File: src/rtl/vga_pkg.sv
// Shared types, reset timing and helper functions for the VGA raster timing generator.
package vga_pkg;

    localparam int CW_MAX = 12;

    typedef logic [CW_MAX-1:0] crd_t;
    typedef logic [CW_MAX+1:0] sum_t;   // four CW_MAX fields summed never overflow

    typedef struct packed {
        crd_t hvid;
        crd_t hfp;
        crd_t hs;
        crd_t hbp;
        crd_t vvid;
        crd_t vfp;
        crd_t vs;
        crd_t vbp;
    } vga_timing_t;

    typedef enum logic {RUN = 1'b0, PEND = 1'b1} cfg_state_t;

    localparam int DEF_HVID = 640;
    localparam int DEF_HFP  = 16;
    localparam int DEF_HS   = 96;
    localparam int DEF_HBP  = 48;
    localparam int DEF_VVID = 480;
    localparam int DEF_VFP  = 10;
    localparam int DEF_VS   = 2;
    localparam int DEF_VBP  = 33;

    function automatic sum_t h_total(input vga_timing_t t);
        return sum_t'(t.hvid) + sum_t'(t.hfp) + sum_t'(t.hs) + sum_t'(t.hbp);
    endfunction

    function automatic sum_t v_total(input vga_timing_t t);
        return sum_t'(t.vvid) + sum_t'(t.vfp) + sum_t'(t.vs) + sum_t'(t.vbp);
    endfunction

    // Sync window is [vid+fp, vid+fp+len).
    function automatic logic in_win(input crd_t c, input crd_t vid, input crd_t fp, input crd_t len);
        sum_t lo;
        lo = sum_t'(vid) + sum_t'(fp);
        return (sum_t'(c) >= lo) && (sum_t'(c) < lo + sum_t'(len));
    endfunction

    function automatic logic legal(input vga_timing_t t, input int cw);
        logic nz;
        nz = (t.hvid != '0) && (t.hfp != '0) && (t.hs != '0) && (t.hbp != '0) &&
             (t.vvid != '0) && (t.vfp != '0) && (t.vs != '0) && (t.vbp != '0);
        return nz && (h_total(t) <= (sum_t'(1) << cw)) && (v_total(t) <= (sum_t'(1) << cw));
    endfunction

endpackage

File: src/rtl/vga_timing_gen_if.sv
// Timing reprogramming channel: valid/ready offer of a new timing set plus a reject pulse.
interface vga_timing_gen_if;
    import vga_pkg::*;

    logic        cfg_valid;
    logic        cfg_ready;
    logic        cfg_err;
    vga_timing_t cfg_timing;

    modport master (output cfg_valid, cfg_timing, input cfg_ready, cfg_err);
    modport slave  (input cfg_valid, cfg_timing, output cfg_ready, cfg_err);

endinterface

File: src/rtl/vga_sync_delay.sv
// Enable-gated shift register that aligns sync/video levels with the framebuffer fetch latency.
module vga_sync_delay #(
    parameter int             DEPTH   = 2,
    parameter int             W       = 3,
    parameter logic [W-1:0]   RST_VAL = '0
) (
    input  logic         clk,
    input  logic         rst_n,
    input  logic         en_i,
    input  logic [W-1:0] d_i,
    output logic [W-1:0] q_o
);

    logic [DEPTH-1:0][W-1:0] pipe_q;

    always_ff @(posedge clk or negedge rst_n) begin
        if (!rst_n) begin
            for (int i = 0; i < DEPTH; i++) pipe_q[i] <= RST_VAL;
        end else if (en_i) begin
            pipe_q[0] <= d_i;
            for (int i = 1; i < DEPTH; i++) pipe_q[i] <= pipe_q[i-1];
        end
    end

    assign q_o = pipe_q[DEPTH-1];

endmodule

File: src/rtl/vga_timing_gen.sv
// Run-time reprogrammable VGA raster timing generator: counters, decode, frame-boundary
// timing swap and the sync alignment delay.
module vga_timing_gen #(
    parameter int   CW       = 12,
    parameter int   PIPE_DLY = 2,
    parameter logic HS_POL   = 1'b0,
    parameter logic VS_POL   = 1'b0,
    parameter int   DEF_HVID = vga_pkg::DEF_HVID,
    parameter int   DEF_HFP  = vga_pkg::DEF_HFP,
    parameter int   DEF_HS   = vga_pkg::DEF_HS,
    parameter int   DEF_HBP  = vga_pkg::DEF_HBP,
    parameter int   DEF_VVID = vga_pkg::DEF_VVID,
    parameter int   DEF_VFP  = vga_pkg::DEF_VFP,
    parameter int   DEF_VS   = vga_pkg::DEF_VS,
    parameter int   DEF_VBP  = vga_pkg::DEF_VBP
) (
    input  logic            clk_25,
    input  logic            n_rst,
    input  logic            pix_en,
    vga_timing_gen_if.slave cfg,
    output logic [CW-1:0]   x_coord,
    output logic [CW-1:0]   y_coord,
    output logic            fetch_en,
    output logic            hsync,
    output logic            vsync,
    output logic            video_on,
    output logic            line_start,
    output logic            frame_start,
    output logic [15:0]     frame_cnt
);
    import vga_pkg::*;

    // A zero-length delay still has to be registered, so it collapses to one stage.
    localparam int DEPTH = (PIPE_DLY < 1) ? 1 : PIPE_DLY;
    localparam vga_timing_t DEF_T = {crd_t'(DEF_HVID), crd_t'(DEF_HFP), crd_t'(DEF_HS),
                                     crd_t'(DEF_HBP), crd_t'(DEF_VVID), crd_t'(DEF_VFP),
                                     crd_t'(DEF_VS), crd_t'(DEF_VBP)};

    cfg_state_t  st_q, st_d;
    vga_timing_t act_q, act_d, shd_q, shd_d;
    logic [CW-1:0] x_q, x_d, y_q, y_d;
    logic [15:0] fc_q, fc_d;
    logic        fe_q, fe_d, ls_q, ls_d, fs_q, fs_d, err_q, err_d;
    sum_t        ht, vt;
    logic        eol, eof;
    logic        hs_raw, vs_raw, act_raw;
    logic [2:0]  dly_d, dly_q;

    always_comb begin
        ht      = h_total(act_q);
        vt      = v_total(act_q);
        eol     = (sum_t'(x_q) == ht - sum_t'(1));
        eof     = eol && (sum_t'(y_q) == vt - sum_t'(1));
        hs_raw  = in_win(crd_t'(x_q), act_q.hvid, act_q.hfp, act_q.hs);
        vs_raw  = in_win(crd_t'(y_q), act_q.vvid, act_q.vfp, act_q.vs);
        act_raw = (crd_t'(x_q) < act_q.hvid) && (crd_t'(y_q) < act_q.vvid);
        dly_d   = {hs_raw ? HS_POL : ~HS_POL, vs_raw ? VS_POL : ~VS_POL, act_raw};
    end

    always_comb begin
        st_d  = st_q;
        act_d = act_q;
        shd_d = shd_q;
        err_d = 1'b0;
        x_d   = x_q;
        y_d   = y_q;
        fc_d  = fc_q;
        fe_d  = fe_q;
        ls_d  = ls_q;
        fs_d  = fs_q;
        // The handshake runs at clock rate; only the raster itself waits for pix_en.
        case (st_q)
            RUN: begin
                if (cfg.cfg_valid) begin
                    if (legal(cfg.cfg_timing, CW)) begin
                        shd_d = cfg.cfg_timing;
                        st_d  = PEND;
                    end else begin
                        err_d = 1'b1;
                    end
                end
            end
            PEND: begin
                if (pix_en && eof) begin
                    act_d = shd_q;
                    st_d  = RUN;
                end
            end
            default: st_d = RUN;
        endcase
        if (pix_en) begin
            x_d  = eol ? '0 : x_q + CW'(1);
            y_d  = eof ? '0 : (eol ? y_q + CW'(1) : y_q);
            ls_d = eol;
            fs_d = eof;
            if (eof) fc_d = fc_q + 16'd1;
            // Look ahead with the next coordinates so fetch_en lines up with x/y.
            fe_d = (crd_t'(x_d) < act_d.hvid) && (crd_t'(y_d) < act_d.vvid);
        end
    end

    always_ff @(posedge clk_25 or negedge n_rst) begin
        if (!n_rst) begin
            st_q  <= RUN;
            act_q <= DEF_T;
            shd_q <= DEF_T;
            x_q   <= '0;
            y_q   <= '0;
            fc_q  <= '0;
            fe_q  <= 1'b0;
            ls_q  <= 1'b0;
            fs_q  <= 1'b0;
            err_q <= 1'b0;
        end else begin
            st_q  <= st_d;
            act_q <= act_d;
            shd_q <= shd_d;
            x_q   <= x_d;
            y_q   <= y_d;
            fc_q  <= fc_d;
            fe_q  <= fe_d;
            ls_q  <= ls_d;
            fs_q  <= fs_d;
            err_q <= err_d;
        end
    end

    vga_sync_delay #(
        .DEPTH   (DEPTH),
        .W       (3),
        .RST_VAL ({~HS_POL, ~VS_POL, 1'b0})
    ) u_dly (
        .clk   (clk_25),
        .rst_n (n_rst),
        .en_i  (pix_en),
        .d_i   (dly_d),
        .q_o   (dly_q)
    );

    assign {hsync, vsync, video_on} = dly_q;
    assign x_coord       = x_q;
    assign y_coord       = y_q;
    assign fetch_en      = fe_q;
    assign line_start    = ls_q;
    assign frame_start   = fs_q;
    assign frame_cnt     = fc_q;
    assign cfg.cfg_ready = (st_q == RUN);
    assign cfg.cfg_err   = err_q;

endmodule

File: src/flat_wrapper.sv
// flat-port wrapper written by rule: the top's interface ports become plain ports
module vga_timing_gen_flat import vga_pkg::*;
#(
    parameter int   CW       = 12,
    parameter int   PIPE_DLY = 2,
    parameter logic HS_POL   = 1'b0,
    parameter logic VS_POL   = 1'b0,
    parameter int   DEF_HVID = vga_pkg::DEF_HVID,
    parameter int   DEF_HFP  = vga_pkg::DEF_HFP,
    parameter int   DEF_HS   = vga_pkg::DEF_HS,
    parameter int   DEF_HBP  = vga_pkg::DEF_HBP,
    parameter int   DEF_VVID = vga_pkg::DEF_VVID,
    parameter int   DEF_VFP  = vga_pkg::DEF_VFP,
    parameter int   DEF_VS   = vga_pkg::DEF_VS,
    parameter int   DEF_VBP  = vga_pkg::DEF_VBP
)
  (clk_25, n_rst, pix_en, x_coord, y_coord, fetch_en, hsync, vsync, video_on, line_start, frame_start, frame_cnt, cfg_cfg_valid, cfg_cfg_timing, cfg_cfg_ready, cfg_cfg_err);
  vga_timing_gen_if cfg_i ();
  input  logic clk_25;
  input  logic n_rst;
  input  logic pix_en;
  output logic [CW-1:0] x_coord;
  output logic [CW-1:0] y_coord;
  output logic fetch_en;
  output logic hsync;
  output logic vsync;
  output logic video_on;
  output logic line_start;
  output logic frame_start;
  output logic [15:0] frame_cnt;
  input wire logic [$bits(cfg_i.cfg_valid)-1:0] cfg_cfg_valid;
  input wire logic [$bits(cfg_i.cfg_timing)-1:0] cfg_cfg_timing;
  output wire logic [$bits(cfg_i.cfg_ready)-1:0] cfg_cfg_ready;
  output wire logic [$bits(cfg_i.cfg_err)-1:0] cfg_cfg_err;
  assign cfg_i.cfg_valid = cfg_cfg_valid;
  assign cfg_i.cfg_timing = cfg_cfg_timing;
  assign cfg_cfg_ready = cfg_i.cfg_ready;
  assign cfg_cfg_err = cfg_i.cfg_err;
  vga_timing_gen #(.CW(CW), .PIPE_DLY(PIPE_DLY), .HS_POL(HS_POL), .VS_POL(VS_POL), .DEF_HVID(DEF_HVID), .DEF_HFP(DEF_HFP), .DEF_HS(DEF_HS), .DEF_HBP(DEF_HBP), .DEF_VVID(DEF_VVID), .DEF_VFP(DEF_VFP), .DEF_VS(DEF_VS), .DEF_VBP(DEF_VBP)) u_core (.clk_25(clk_25), .n_rst(n_rst), .pix_en(pix_en), .cfg(cfg_i), .x_coord(x_coord), .y_coord(y_coord), .fetch_en(fetch_en), .hsync(hsync), .vsync(vsync), .video_on(video_on), .line_start(line_start), .frame_start(frame_start), .frame_cnt(frame_cnt));
endmodule
File: config.mk
export PLATFORM = sky130hd
export DESIGN_NAME = vga_timing_gen_flat
export DESIGN_NICKNAME = d
export VERILOG_FILES = /design/src/rtl/vga_pkg.sv /design/src/rtl/vga_timing_gen_if.sv /design/src/rtl/vga_sync_delay.sv /design/src/rtl/vga_timing_gen.sv /design/src/flat_wrapper.sv
export SDC_FILE = /design/constraint.sdc
export NUM_CORES = 1
export LEC_CHECK = 0
export CORE_AREA = 2 2 191 193
export DETAILED_ROUTE_END_ITERATION = 16
export DIE_AREA = 0 0 193 195
export GPL_TIMING_DRIVEN = 1
export PLACE_DENSITY = 0.85
export RECOVER_POWER = 25
export SLEW_MARGIN = 20
export SYNTH_ARGS = -nofsm -noshare
export SYNTH_HDL_FRONTEND = slang
export SYNTH_SLANG_ARGS = --single-unit
File: constraint.sdc
create_clock -name clk_25 -period 7.1 [get_ports clk_25]
set_clock_uncertainty 0.2 [all_clocks]
set_input_delay 1.42 -clock clk_25 [delete_from_list [all_inputs] [get_ports clk_25]]
set_output_delay 1.42 -clock clk_25 [all_outputs]
set_load 0.01 [all_outputs]
==> results of run 1 <==
## layout make-up
class	count	area (sq um)
Multi-Input combinational cell	1364	12100
Sequential cell	243	6130
Clock buffer	36	749
Antenna cell	1	2.50
Fill cell	2319	10900
Clock inverter	12	176
Timing Repair Buffer	432	3720
Tap cell	461	577
Inverter	278	1040
## Yosys cell counts, types with 30 or more instances
cell type / n / area, sq um
a21o_1: 55 / 413
a21oi_1: 91 / 455
dfrtp_1: 207 / 5180
dfstp_2: 36 / 946
fa_1: 34 / 681
ha_1: 235 / 2940
inv_1: 256 / 961
mux2_1: 30 / 338
mux2_2: 159 / 1790
nand2_1: 51 / 191
nand3_1: 43 / 215
nor2_1: 80 / 300
nor4_1: 38 / 238
o21ai_0: 72 / 360
xnor2_1: 73 / 639
xor2_1: 62 / 543
## worst reg2reg max path: cells and delay by family, from the launching register on
family	cells	cell delay, ns
AOI/OAI and AO/OA	16	2.68
xor gates and xnor gates	2	0.30
adders and majority gates	5	1.38
buffers and inverters	8	1.08
DFF	1	0.54
muxes	1	0.32
and+or+nand+nor	8	1.50
## cell usage in the layout (no fill, tap or decap), types with 11 or more instances in the layout
| cell | n |
|---|---|
| nor2_1 | 78 |
| dfrtp_1 | 207 |
| nand2_1 | 50 |
| ha_1 | 228 |
| o21a_1 | 11 |
| buf_4 | 273 |
| o21bai_1 | 18 |
| a21o_1 | 55 |
| fa_1 | 31 |
| nand4_1 | 27 |
| nand3_1 | 42 |
| a31oi_1 | 13 |
| inv_1 | 251 |
| mux2i_1 | 21 |
| clkbuf_16 | 27 |
| dfstp_2 | 36 |
| xor2_1 | 61 |
| mux2_1 | 30 |
| nand2b_1 | 22 |
| xnor2_1 | 65 |
| nor2b_1 | 20 |
| nor4_1 | 34 |
| a21oi_1 | 84 |
| nor3_1 | 24 |
| a211oi_1 | 17 |
| inv_2 | 27 |
| and3_1 | 18 |
| clkdlybuf4s50_1 | 145 |
| o21ai_1 | 16 |
| o21ai_0 | 58 |
| mux2_2 | 159 |
## power by group through the flow
stage	clock network, W	registers [W]	logic (W)
2_1_floorplan	0	0.00183	0.000973
3_3_place_gp	0	0.00191	0.00140
3_5_place_dp	0	0.00194	0.00149
4_1_cts	0.00148	0.00193	0.00151
5_1_grt	0.00154	0.00197	0.00169
6_report	0.00147	0.00196	0.00155
## registers in the layout, indices dropped and copies added, names as in the netlist
name / count
u_core.u_dly.q_o: 3
u_core.act_q: 96
u_core.frame_start: 1
u_core.st_q: 1
u_core.fetch_en: 1
u_core.frame_cnt: 16
u_core.line_start: 1
u_core.shd_q: 96
u_core.cfg.cfg_err: 1
u_core.u_dly.pipe_q: 3
u_core.y_coord: 12
u_core.x_coord: 12
## through the flow
| stage | std cells | total power [W] | hold slack [ns] | util (%) |
|---|---|---|---|---|
| after detailed placement | 2746 | 0.00343 | 0.273 | 64.7 |
| after global routing | 2826 | 0.00520 | 0.294 | 69.1 |
| final | 2827 | 0.00498 | 0.280 | 69.1 |
| after floorplan | 1927 | 0.00281 | 0.252 | - |
| after CTS | 2820 | 0.00492 | 0.290 | 68.7 |
| after global placement | 2746 | 0.00332 | 0.257 | 64.7 |
## cell families (layout without fill, tap and decap cells)
group | Yosys count | in the layout
AOI/OAI and AO/OA | 366 | 366
xor gates and xnor gates | 135 | 135
adders and majority gates | 270 | 270
buffers and inverters | 320 | 758
DFF | 243 | 243
muxes | 217 | 217
other | 0 | 1
and+or+nand+nor | 376 | 376
## routing by layer
| metal | track usage, % | share of wire [%] |
|---|---|---|
| met5 | 0 | 0 |
| met4 | 15.2 | 5.1 |
| met3 | 5.39 | 8.3 |
| met2 | 50.5 | 46 |
| met1 | 41.7 | 41 |
## worst paths after layout
path / from / endpoint / slack [ns] / cells past startpoint
worst max register to register: u_core.act_q[25]$_DFFE_PN1P_ / u_core.fetch_en$_DFFE_PN0P_ / -0.99 / 40
worst min register to register: u_core.frame_cnt[15]$_DFFE_PN0N_ / u_core.frame_cnt[15]$_DFFE_PN0N_ / 0.28 / 1
worst min-delay path: u_core.frame_cnt[15]$_DFFE_PN0N_ / u_core.frame_cnt[15]$_DFFE_PN0N_ / 0.28 / 1
max in group asynchronous: n_rst / u_core.shd_q[35]$_DFFE_PN0P_ / 2.01 / 1
min in group asynchronous: n_rst / u_core.shd_q[54]$_DFFE_PN0P_ / 2.24 / 1
worst max-delay path: u_core.act_q[25]$_DFFE_PN1P_ / u_core.fetch_en$_DFFE_PN0P_ / -0.99 / 40
## timing repair
item / CTS / global route
gates cloned: 1 / 0
hold buffers: 0 / 0
setup buffers: 26 / 6
pin swaps: 53 / 15
endpoints found under the setup margin: 61 / 174
endpoints found under the hold margin: 0 / 0
gates resized for setup: 65 / 27
==> results.cfg, run 1 <==
[outcome]
status = complete, but fails checks
violations = capacitance limit, slew limit, setup timing

[cells_and_area]
area_growth_pct = 28.5
final_area_sq_mm = 0.0245
final_nets = 2714
layout-drive-gt1-share_pct = 26.7

[grt]
antenna_found_initial = 1
grt_pass1_wl_mm = 93.5
track_usage_pct = 31.6
grt_pass1_vias = 17700
overflow = 0
grt_start_max_net_pins = 162

[synthesis]
synth_edf_count = 0
synth_warnings = 0
synth_compound_area_share_pct = 12.6
synth_cell_types = 74
synth-main-ff-cell = dfrtp_1
netlist_area_sq_mm = 0.0190
yosys.area_share.adder_pct = 19.1
synthMuxAreaShare_pct = 12.7
synthArstFlopShare_pct = 100
synthXorXnorAreaFrac_pct = 6.21
synth_cells = 1927
synth_fp_nets = 2296
ys_ff_latch = 243
synth.avg_cell_area_sq_um = 9.88
synth_top_family_by_area = adder cells
synth-seq-area-share_pct = 32.2
synthSimpleGateAreaFrac_pct = 10.6

[clock_network]
clk_path_buf_depth = 3
clockRootBuffer = clkbuf_16
htree_num_levels = 1
cts_inserted_buffers = 26
clock_latency_ns = 0.54
cts_tree = done
clock_sinks = 243
clk_pin_slew_ns = 0.07

[pwr]
combinationalPowerShare_pct = 31.1
clockPowerShare_pct = 29.6
p_int_w = 0.00334
ir_drop_uv = 177
total_leakage_power_nw = 12.3
swShare_pct = 32.8
p_sw_w = 0.00163
power.density_mw_per_mm2 = 203
sequentialPowerShare_pct = 39.3

[placed_design]
gp_congestion = 0.925
port-buffer-count = 147
place_area_sq_mm = 0.0229
place_hpwl_mm = 43.0
place_ws_ns = -1.02

[drt]
wl_per_cell_microns = 21.1
drc = 0
drt-initial-drc-count = 1449
drt_first_pass_iters = 8
ant_nets = 0
route.vias.total = 16900
routed_wl_mm = 59.7
avgViaCountPerCell = 5.97

[worst_setup_path]
path_class = reg -> reg
slowest_stage = dfstp_2
path_buf_inv = 8
cp-end-kind = register
cp.arrival_ns = 8.34
required_ns = 7.35
start_kind = register
crit_top_cell = buf_4
crit_family = compound AO/OA/AOI/OAI gates
slowest_delay_ns = 0.54
path_max_fanout = 6

[die]
rows = 69
pin_count = 148
core_sq_mm = 0.0354
die_area_sq_mm = 0.0376
die_x_microns = 193
die_h_microns = 195
initial_utilization_pct = 53.8

[sta]
tns_ns = -0.989
finalHoldViolations = 0
period_needed_ns = 8.09
setup_ws_ns = -0.989
rsz0062_at_grt = yes
slew_violations = 83
slew_headroom_pct = -192
fin_crit_sh_pct = 114
timing.fmax_ghz = 0.124
setup_viol = 1
tightest_slew_ns = 4.38

[flow_run]
cap_violations = 1

[worst_hold_path]
worstHoldPathType = reg -> reg
Power figures use the tool's default switching activity.
==> inputs of run 2 (changes only) <==
--- a/config.mk
+++ b/config.mk
@@ -5,12 +5,14 @@
 export SDC_FILE = /design/constraint.sdc
 export NUM_CORES = 1
 export LEC_CHECK = 0
+export CAP_MARGIN = 0
 export CORE_AREA = 2 2 191 193
 export DETAILED_ROUTE_END_ITERATION = 16
 export DIE_AREA = 0 0 193 195
 export GPL_TIMING_DRIVEN = 1
 export PLACE_DENSITY = 0.85
 export RECOVER_POWER = 25
+export REMOVE_ABC_BUFFERS = 1
 export SLEW_MARGIN = 20
 export SYNTH_ARGS = -nofsm -noshare
 export SYNTH_HDL_FRONTEND = slang
==> run 2 against run 1 <==
  * The flow still finishes with violations (capacitance limit, slew limit, setup timing)
  * Critical path type unchanged
  * Non-clock buffer count decreased by 10
  * Combinational power about the same
  * Setup slack improved by 0.37 ns
  * Clock-buffer cell count increased by 6
  * Wire length decreased by 1.5%
  * Power decreased by 2.2%
  * Cell area unchanged
  * Fmax increased by 4.8%
  * Largest power group unchanged
==> results.cfg, run 2 (synthesis results as in run 1) <==
[outcome]
status = complete, but fails checks
violations = capacitance limit, slew limit, setup timing

[pwr]
sequentialPowerShare_pct = 40.3
p_int_w = 0.00329
p_sw_w = 0.00158
combinationalPowerShare_pct = 31.6
ir_drop_uv = 202
power.density_mw_per_mm2 = 199
design_power_total_w = 0.00487
clockPowerShare_pct = 28.2
swShare_pct = 32.5
total_leakage_power_nw = 12.2

[worst_setup_path]
reg2reg_slack_ns = -0.62
path_class = reg -> reg
crit-reg2reg-launch = u_core.act_q[24]$_DFFE_PN0P_
rr_worst_depth = 35
cp-end-kind = register
worstReg2RegEnd = u_core.fetch_en$_DFFE_PN0P_
start_kind = register
required_ns = 7.33
slowest_stage = fa_2
critical_path.startpoint = u_core.act_q[24]$_DFFE_PN0P_
crit_path_end = u_core.fetch_en$_DFFE_PN0P_
slowest_delay_ns = 0.46
path_max_fanout = 8
cp.arrival_ns = 7.95

[drt]
drt-initial-drc-count = 901
route.vias.total = 16600
drc = 0
avgViaCountPerCell = 5.91
wl_per_cell_microns = 20.9
ant_nets = 0
routed_wl_mm = 58.9
drt_first_pass_iters = 7

[cells_and_area]
fill_cells = 2539
layout_commonest_cell = buf_4
final_nets = 2705
layout-drive-gt1-share_pct = 26.8
final_cell_mix = 261 x buf_4, 253 x inv_1, 224 x ha_1, 207 x dfrtp_1, 159 x mux2_2
num_antenna_cells = 0
area_growth_pct = 28.5
fin_util_pct = 69.1

[worst_hold_path]
worstHoldPathType = reg -> reg

[placed_design]
gp_congestion = 0.962
place_hpwl_mm = 44.9
place_ws_ns = -0.944
port-buffer-count = 147

[clock_network]
clockRootBuffer = clkbuf_16
cts_tree = done
clk_pin_slew_ns = 0.06
clk_path_buf_depth = 3
htree_num_levels = 1
clock_sinks = 243
clock_latency_ns = 0.55
hold_buffers = 0
cts_inserted_buffers = 27

[grt]
grt_pass1_wl_mm = 91.5
grt_pass1_vias = 17400
track_usage_pct = 31.3
grt_start_max_net_pins = 160
antenna_found_initial = 0
overflow = 0

[sta]
fin_crit_sh_pct = 109
tightest_slew_ns = 4.47
finalHoldViolations = 0
setup_viol = 1
period_needed_ns = 7.72
slew_violations = 85
timing.fmax_ghz = 0.130
rsz0062_at_grt = yes
slew_headroom_pct = -198
setup_ws_ns = -0.621

[die]
rows = 69
die_h_microns = 195
initial_utilization_pct = 53.8
die_area_sq_mm = 0.0376
core_sq_mm = 0.0354
pin_count = 148
die_x_microns = 193

[flow_run]
cap_violations = 1
-- run 2: power by group through the flow --
stage               Combinational [W]  Sequential, W  Clock (W)
finish                        0.00154        0.00196    0.00137
global placement              0.00139        0.00194          0
floorplan                    0.000966        0.00184          0
detailed placement            0.00146        0.00196          0
global route                  0.00168        0.00198    0.00145
CTS                           0.00150        0.00195    0.00138
-- run 2: layer usage --
metal,GRT usage (%),vias to the layer above,wire length (microns)
met5,0,-,0
met4,20.5,0,4650
met3,4.89,271,3470
met2,54.0,659,28900
met1,35.7,8077,21800
li1,-,7630,-
-- run 2: how the worst min path moves through the flow --
stage / from / end / cells past startpoint
floorplan: u_core.shd_q[10]$_DFFE_PN0P_ / u_core.act_q[10]$_DFFE_PN0P_ / 1
global placement: u_core.frame_cnt[15]$_DFFE_PN0N_ / u_core.frame_cnt[15]$_DFFE_PN0N_ / 1
detailed placement: u_core.shd_q[2]$_DFFE_PN0P_ / u_core.act_q[2]$_DFFE_PN0P_ / 1
CTS: u_core.shd_q[30]$_DFFE_PN0P_ / u_core.act_q[30]$_DFFE_PN0P_ / 1
global route: u_core.shd_q[6]$_DFFE_PN0P_ / u_core.act_q[6]$_DFFE_PN0P_ / 1
finish: u_core.shd_q[22]$_DFFE_PN0P_ / u_core.act_q[22]$_DFFE_PN0P_ / 1
-- run 2: cell type report --
cell class                      count  area (sq um)  share of cell area [%]
Timing Repair Buffer              422          3660                    14.9
Clock buffer                       42           802                    3.28
Tap cell                          461           577                    2.36
Clock inverter                      6          62.6                   0.256
Multi-Input combinational cell   1364         12200                    49.8
Inverter                          278          1040                    4.27
Sequential cell                   243          6130                    25.0
-- run 2: worst max-delay path: cells and delay by family, from the launching register on --
kind                     cells  cell delay, ns
flip-flops                   1            0.39
XOR/XNOR                     1            0.23
AO/OA/AOI/OAI               14            2.56
AND/OR/NAND/NOR              8            1.48
buffers and inverters        5            0.62
multiplexers                 1            0.17
adder cells (fa/ha/maj)      6            1.96
-- run 2: repair_timing --
| item | in CTS | in global routing |
|---|---|---|
| pin swaps | 57 | 31 |
| gates resized for setup | 72 | 44 |
| setup endpoints to repair | 1 | 160 |
| buffers inserted | 26 | 8 |
-- run 2: stage by stage --
step / area (sq um) / hold WS, ns / instances / setup TNS, ns
finish: 24500 / 0.286 / 2816 / -0.621
global route: 24500 / 0.298 / 2816 / -1.01
CTS: 24200 / 0.289 / 2808 / -0.461
detailed placement: 22800 / 0.269 / 2734 / -32.74
global placement: 22800 / 0.260 / 2734 / -24.85
floorplan: 18800 / 0.253 / 1885 / -436.43
==> inputs of run 3 (changes only) <==
--- a/config.mk
+++ b/config.mk
@@ -6,11 +6,11 @@
 export NUM_CORES = 1
 export LEC_CHECK = 0
 export CAP_MARGIN = 0
-export CORE_AREA = 2 2 191 193
+export CORE_AREA = 2 2 209 211
 export DETAILED_ROUTE_END_ITERATION = 16
-export DIE_AREA = 0 0 193 195
+export DIE_AREA = 0 0 211 213
 export GPL_TIMING_DRIVEN = 1
-export PLACE_DENSITY = 0.85
+export PLACE_DENSITY = 0.74
 export RECOVER_POWER = 25
 export REMOVE_ABC_BUFFERS = 1
 export SLEW_MARGIN = 20
==> run 3 against run 2 <==
  * The run still ends with capacitance limit, slew limit, setup timing left
  * Sequential cell count stayed put
  * Setup slack better by 0.059 ns
  * Largest cell class unchanged
  * Highest routed layer unchanged
  * Critical path type unchanged
  * Via count is 4.4% lower
  * Critical endpoint unchanged
==> results.cfg, run 3 (synthesis results as in run 1) <==
[grt]
met1_usage_pct = 30.2
overflow = 0
busiest_layer = met2
grt_pass1_vias = 16300
met3_usage_pct = 3.56
grtUsageMet2_pct = 43.0
track_usage_pct = 24.7
antenna_found_initial = 1
grt_start_max_net_pins = 133
grt_pass1_wl_mm = 86.4

[drt]
avgViaCountPerCell = 5.53
drc = 0
route.vias.total = 15900
drt-initial-drc-count = 928
routed_wl_mm = 55.6
drt_first_pass_iters = 6
wl_per_cell_microns = 19.3
ant_nets = 0

[worst_setup_path]
path_max_fanout = 7
slowest_stage = dfstp_2
cp.arrival_ns = 7.89
reg2reg_slack_ns = -0.56
slowest_delay_ns = 0.57
crit-reg2reg-launch = u_core.act_q[25]$_DFFE_PN1P_
rr_worst_depth = 37
crit_top_cell = a21o_1
path_class = reg -> reg
worstReg2RegEnd = u_core.fetch_en$_DFFE_PN0P_
start_kind = register
cp-end-kind = register
required_ns = 7.32

[pwr]
design_power_total_w = 0.00489
power.density_mw_per_mm2 = 201
total_leakage_power_nw = 12.1
ir_drop_uv = 153

[cells_and_area]
area_growth_pct = 27.9
multi_input_area_sq_mm = 0.0121
num_antenna_cells = 0
fill_cells = 3587
seq_area_sq_mm = 0.00613
finalNonFillerCells = 2877
layout_commonest_cell = inv_1
final_cell_mix = 250 x inv_1, 241 x buf_4, 225 x ha_1, 207 x dfrtp_1, 159 x mux2_2
layout-drive-gt1-share_pct = 26.3
final_nets = 2681

[sta]
rsz0062_at_grt = yes
slew_headroom_pct = -112
fin_crit_sh_pct = 108
tightest_slew_ns = 3.18
setup_ws_ns = -0.563
timing.fmax_ghz = 0.131
whs_ns = 0.284
slew_violations = 246
period_needed_ns = 7.66
tns_ns = -0.563
setup_viol = 1
finalHoldViolations = 0

[placed_design]
port-buffer-count = 147
place_hpwl_mm = 44.3
place_ws_ns = -0.998
gp_congestion = 0.939
dp_cells = 2802

[die]
initial_utilization_pct = 44.6
rows = 76
die_area_sq_mm = 0.0449
die_h_microns = 213
core_sq_mm = 0.0427
pin_count = 148
die_x_microns = 211

[outcome]
violations = capacitance limit, slew limit, setup timing
status = complete, but fails checks

[flow_run]
cap_violations = 2

[worst_hold_path]
hp-start = u_core.shd_q[22]$_DFFE_PN0P_
worstHoldPathType = reg -> reg
whs_path_depth = 1
whs_endpoint = u_core.act_q[22]$_DFFE_PN0P_

[clock_network]
cts_tree = done
hold_buffers = 0
clock_sinks = 243
clock_latency_ns = 0.56
clk_path_buf_depth = 3
cts_inserted_buffers = 26
clockRootBuffer = clkbuf_16
clk_pin_slew_ns = 0.06
htree_num_levels = 1
run 3: worst max path at each step:
stage / start / to / slack, ns / cells past startpoint
after global placement: u_core.act_q[25]$_DFFE_PN1P_ / u_core.fetch_en$_DFFE_PN0P_ / -0.76 / 35
after CTS: u_core.act_q[25]$_DFFE_PN1P_ / u_core.fetch_en$_DFFE_PN0P_ / -0.56 / 39
after floorplan: u_core.act_q[84]$_DFF_PN0_ / u_core.fetch_en$_DFFE_PN0P_ / -4.00 / 35
after global routing: u_core.act_q[25]$_DFFE_PN1P_ / u_core.fetch_en$_DFFE_PN0P_ / -0.87 / 37
final: u_core.act_q[25]$_DFFE_PN1P_ / u_core.fetch_en$_DFFE_PN0P_ / -0.56 / 37
after detailed placement: u_core.act_q[25]$_DFFE_PN1P_ / u_core.fetch_en$_DFFE_PN0P_ / -1.0 / 37
run 3: layout make-up:
class / count / share of cell area (%)
clock buffer: 31 / 2.91
sequential: 243 / 25.2
timing repair buffer: 399 / 14.0
inverter: 278 / 4.29
multi-input combinational: 1364 / 49.9
tap: 546 / 2.81
clock inverter: 16 / 0.940
run 3: report_power, final:
part | total, W | internal [W] | switching [W]
logic | 0.00148 | 0.000762 | 0.000714
registers | 0.00194 | 0.00170 | 0.000241
clock network | 0.00148 | 0.000897 | 0.000581
run 3: layer usage:
layer	vias to the layer above	wire (microns)
li1	7588	-
met4	0	3010
met2	400	27000
met5	-	0
met3	133	2530
met1	7776	23100
run 3: stage by stage:
stage / utilization, % / instance area (sq um)
floorplan: - / 18800
global placement: 53.2 / 22700
detailed placement: 53.2 / 22700
CTS: 56.3 / 24000
global route: 57.0 / 24300
finish: 57.0 / 24300
run 3: timing repair:
item,CTS,global route
buffers inserted,19,9
pin swaps,53,50
setup endpoints to repair,53,159
gates resized for setup,55,57
run 3: critical path: cells and delay by family, from the launching register on:
kind | cells | cell delay [ns]
flops | 1 | 0.57
simple gates | 9 | 1.64
xor+xnor | 1 | 0.15
buf+inv | 5 | 0.52
compound gates | 16 | 2.82
mux | 1 | 0.19
fa+ha+maj | 5 | 1.46
==> variant 1, RTL diff (flow settings as in run 3) <==
`CW` is set to 12 in 2 places; all go to 24.
--- a/src/rtl/vga_timing_gen.sv
+++ b/src/rtl/vga_timing_gen.sv
@@ -3,3 +3,3 @@
 module vga_timing_gen #(
-    parameter int   CW       = 12,
+    parameter int   CW       = 24,
     parameter int   PIPE_DLY = 2,
--- a/src/flat_wrapper.sv
+++ b/src/flat_wrapper.sv
@@ -3,3 +3,3 @@
 #(
-    parameter int   CW       = 12,
+    parameter int   CW       = 24,
     parameter int   PIPE_DLY = 2,
Interface: changed (resized x_coord and y_coord); port bits go from 148 to 172. No check against the original RTL was run, so the function may have changed too.
==> variant 1 against run 3 <==
- the flow still finishes with violations (max-capacitance violations, max-slew violations, negative setup slack)
- sequential cell count grew 24
- area after synthesis grew 4.1%
- routed wire length increased by 7.2%
- utilization is 3.7 points higher
- final area increased by 6.5%
- via count up 11%
- critical path depth up 3
- hold slack got worse by 0.025 ns
- worst setup slack worse by 0.33 ns
- power shrank 14%
- sequential share of layout area grew 0.79 points
- sequential power decreased by 18%
- largest cell class unchanged
- highest routed layer unchanged
==> variant 1: results (changes against run 3) <==
status=finished with violations; failing checks=max-capacitance violations, max-slew violations, negative setup slack; hold_sp=u_core.shd_q[66]; final setup vio count=1 (unchanged); vias in the first global route=17245 (+5.7%); Yosys cell types=73 (-1.4%); Max Slew Vio Count=272 (+11%); initial antenna violation count=0 (-1); Placer Congestion=0.915 (-2.5%); drt pass-1 iters=7 (+1); worst slew pin tran=3.15 ns (-0.0301 ns); largest net degree at the start of global routing=138 (+3.8%); hpwl dp=44.7 mm (+0.86%); r2r worst-path depth=40 (+8.1%); leakage=0.0131 uW (+7.8%); DR vias/cell=5.60 (+1.3%); WHS Path Cells=2 (+1); VDD IR-drop max=0.163 mV (+6.9%); CTS Buf Count=28 (+7.7%); share of layout cells above drive strength 1=23.7% (-2.6 points); number of max-cap violations=3 (+1); first-pass GRT wire length=90.7 mm (+5.0%); Min Hold Slack=0.259 ns (-0.0254 ns); final worst setup slack=-0.891 ns (-0.328 ns); Iter 0 DRT Violations=1418 (+53%); worst reg2reg startpoint=u_core.act_q[85]; slowest stage delay, CP=0.41 ns (-0.16 ns); IO buf count=171 (+16%); Avg WL per Cell=19.0 um (-1.8%); cell-internal power=2980 uW (-11%); worst slack, placed=-1.36 ns (-0.361 ns); sequential fraction of the synthesis area=34.0% (+1.8 points); Synth area leaders=dfrtp_1 (29%), ha_1 (14%), mux2_2 (7.1%); Final #Nets=2933 (+9.4%); GRT Overall Usage=25.5% (+0.74 points); synth cell count leaders=nand2_1 (249), dfrtp_1 (231), inv_1 (231)
variant 1: cell count changes in the layout (fill, tap and decap cells not counted), moves of 17 or more:
cell             change
o21ai_0             +44
buf_4               +45
inv_2               -28
mux2_1              -30
xnor2_1             +21
dfrtp_1             +24
a21o_1              -19
mux2_2              -35
clkdlybuf4s50_1     +21
inv_1               -19
nand2_1            +196
mux2i_1             -17
variant 1: kinds of logic after synthesis:
family / count (synthesis) / synth area share [%]
buf+inv: 292 / 5.86
xor+xnor: 156 / 6.97
compound gates: 409 / 13.1
fa+ha+maj: 265 / 18.0
flops: 267 / 34.0
simple gates: 605 / 14.7
mux: 130 / 7.36
variant 1: worst min-delay path, cell delays in order (launching register included):
cell and delay [ns]:
dfstp_2 0.37, nand2_1 0.05, nand2_1 0.04
variant 1: worst max-delay path by stage:
stage	startpoint	endpoint	slack, ns	cells after the start
6_report	u_core.act_q[85]	u_core.fetch_en	-0.89	40
5_1_grt	u_core.act_q[84]	u_core.fetch_en	-1.37	39
4_1_cts	u_core.act_q[25]	u_core.fetch_en	-0.65	38
3_5_place_dp	u_core.act_q[72]	u_core.fetch_en	-1.36	39
3_3_place_gp	u_core.act_q[72]	u_core.fetch_en	-0.92	39
2_1_floorplan	u_core.act_q[25]	u_core.fetch_en	-2.29	36
variant 1: stage by stage:
stage                     setup TNS (ns)  std cells
after floorplan                  -198.10       2063
after global placement            -42.65       3049
after detailed placement          -59.04       3049
after CTS                         -0.646       3121
after global routing              -10.56       3140
final                             -0.891       3140
variant 1: what timing repair did:
item                       CTS  global route
resized for setup           79            47
buffers inserted            20            11
cloned                       0             7
pin swaps                   44            45
setup endpoints to repair  111           149
variant 1: cell type report:
cell class | instances | area, um2
Fill cell | 3396 | 16800
Multi-Input combinational cell | 1566 | 12400
Sequential cell | 267 | 6730
Timing Repair Buffer | 478 | 4200
Inverter | 231 | 867
Clock buffer | 39 | 833
Tap cell | 546 | 683
Clock inverter | 13 | 191
variant 1: power by group through the flow:
| stage | registers (uW) | clock network [uW] | logic (uW) |
|---|---|---|---|
| global route | 1610 | 1690 | 1120 |
| floorplan | 1610 | 0 | 564 |
| CTS | 1610 | 1620 | 992 |
| detailed placement | 1630 | 0 | 977 |
| finish | 1600 | 1610 | 1020 |
| global placement | 1630 | 0 | 946 |
variant 1: layer usage:
| metal | track usage [%] | up-vias | part of all wire [%] |
|---|---|---|---|
| met5 | 0 | - | 0 |
| met4 | 7.80 | 0 | 2.8 |
| met3 | 2.56 | 91 | 6.0 |
| met2 | 42.1 | 604 | 47 |
| met1 | 35.3 | 8581 | 44 |
| li1 | - | 8293 | - |
==> variant 2, RTL diff (flow settings as in run 3) <==
Without the edit above. Register the output `frame_cnt` once more, without a reset; this adds one clock of latency there. The other outputs are not delayed to match.
--- a/src/rtl/vga_timing_gen.sv
+++ b/src/rtl/vga_timing_gen.sv
@@ -145,3 +145,5 @@
     assign frame_start   = fs_q;
-    assign frame_cnt     = fc_q;
+    always_ff @(posedge clk_25) begin
+        frame_cnt <= fc_q;
+    end
     assign cfg.cfg_ready = (st_q == RUN);
Behaviour: no difference found for any inputs over 4 cycles, from zero or initial values and one cycle with n_rst low; that may be too few to reach the edited logic, so the function may still have changed.
==> variant 2 against run 3 <==
- the run still ends with max-capacitance violations, max-slew violations, negative setup slack left
- cell count decreased by 0.80%
- count of clock-buffer cells in the layout increased by 7
- worst setup slack got worse by 0.011 ns
- routed wire length decreased by 4.0%
- final area decreased by 1.4%
- synthesized cell count decreased by 0.10%
- power increased by 5.9%
- area after synthesis increased by 0.36%
- sequential cell count increased by 16
- largest cell class unchanged
- clock power about the same
- utilization decreased by 0.81 points
==> variant 2: results (changes against run 3) <==
worst slew pin tran=3.94 ns (+0.759 ns); Placed Cells incl. Taps=2784 (-0.64%); drt pass-1 iters=5 (-1); status=finished with violations; Placer Congestion=0.930 (-0.93%); CP top delay family=simple AND/OR/NAND/NOR gates; synthesized instance count=1925 (-0.10%); worst reg2reg startpoint=u_core.act_q[72]; worst slack, placed=-0.986 ns (+0.0119 ns); Hold Crit Class=reg -> reg; Yosys reg bits=259 (+6.6%); Avg WL per Cell=18.7 um (-3.2%); hold endpoint=u_core.frame_cnt[12]; number of max-cap violations=2 (unchanged); failing checks=max-capacitance violations, max-slew violations, negative setup slack; WHS Path Cells=0 (-1); DP Area=22600 um2 (-0.28%); first-pass GRT wire length=84.9 mm (-1.7%); Iter 0 DRT Violations=850 (-8.4%); Synth area leaders=dfrtp_1 (27%), ha_1 (15%), mux2_2 (10%); startpoint types=flop; Synth Area in Compound Gates=12.6% (-0.019 points); XOR/XNOR Fraction of Synth Area=5.96% (-0.25 points); Final #Nets=2655 (-0.97%); largest net degree at the start of global routing=173 (+30%); synth cell count leaders=inv_1 (283), ha_1 (235), dfrtp_1 (207); critical path's slowest cell=or4_4; share of layout cells above drive strength 1=23.7% (-2.6 points); WP data arrival=7.91 ns (+0.02 ns); Min Hold Slack=0.169 ns (-0.115 ns); final setup vio count=1 (unchanged); sequential fraction of the synthesis area=33.8% (+1.6 points); VDD IR-drop max=0.198 mV (+30%); Total Wirelength=53.4 mm (-4.0%); share of async-settable or async-resettable flops after synthesis=93.8% (-6.2 points); hold_sp=u_core.fc_q[12]; Vias=15573 (-2.0%); GRT Overall Usage=23.9% (-0.76 points); Yosys cell types=71 (-4.1%); r2r worst-path depth=36 (-2.7%); Crit Path Max Fanout=18 (+11); H-tree Lvls=1 (unchanged); mux contribution to synthesized area=12.2% (-0.47 points); final worst setup slack=-0.574 ns (-0.0115 ns); Max Slew Vio Count=246 (unchanged); hpwl dp=42.3 mm (-4.5%); leakage=0.0118 uW (-2.3%); Max clock buf depth=3 (unchanged); Synth Area in Adders=19.1% (about the same); total negative slack=-0.574 ns (-0.0115 ns); CTS Buf Count=28 (+7.7%)
variant 2: cell types whose count changed in the layout (fill, tap and decap cells not counted), moves of 14 or more:
cell     delta
buf_4      -29
mux2_2     +15
o21a_1     +14
inv_2      -25
dfxtp_1    +16
mux2_1     -16
inv_1      +30
o21ai_0    +20
variant 2: cell type report:
cell class	instances	area (um2)
well taps	546	683
fillers	3553	18700
flip-flops and latches	259	6450
clock inverters	14	111
multi-input cells	1343	11600
inverters	283	1060
repair buffers	371	3210
clock buffers	38	840
variant 2: timing repair:
item | CTS | global route
gates resized for setup | 29 | 46
setup endpoints to repair | 93 | 199
buffers inserted | 15 | 3
pin swaps | 27 | 26
variant 2: routing by layer:
metal  up-vias  global-route usage (%)  wire [um]
li1       7457                       -          -
met1      7551                    30.5      23100
met2       429                    40.8      25300
met3       136                    2.79       2480
met4         0                    11.0       2450
met5         -                       0          0
variant 2: report_power, final:
part | internal (uW) | switching, uW
combinational | 838 | 757
sequential | 1820 | 280
clock | 866 | 617
total | 3530 | 1650
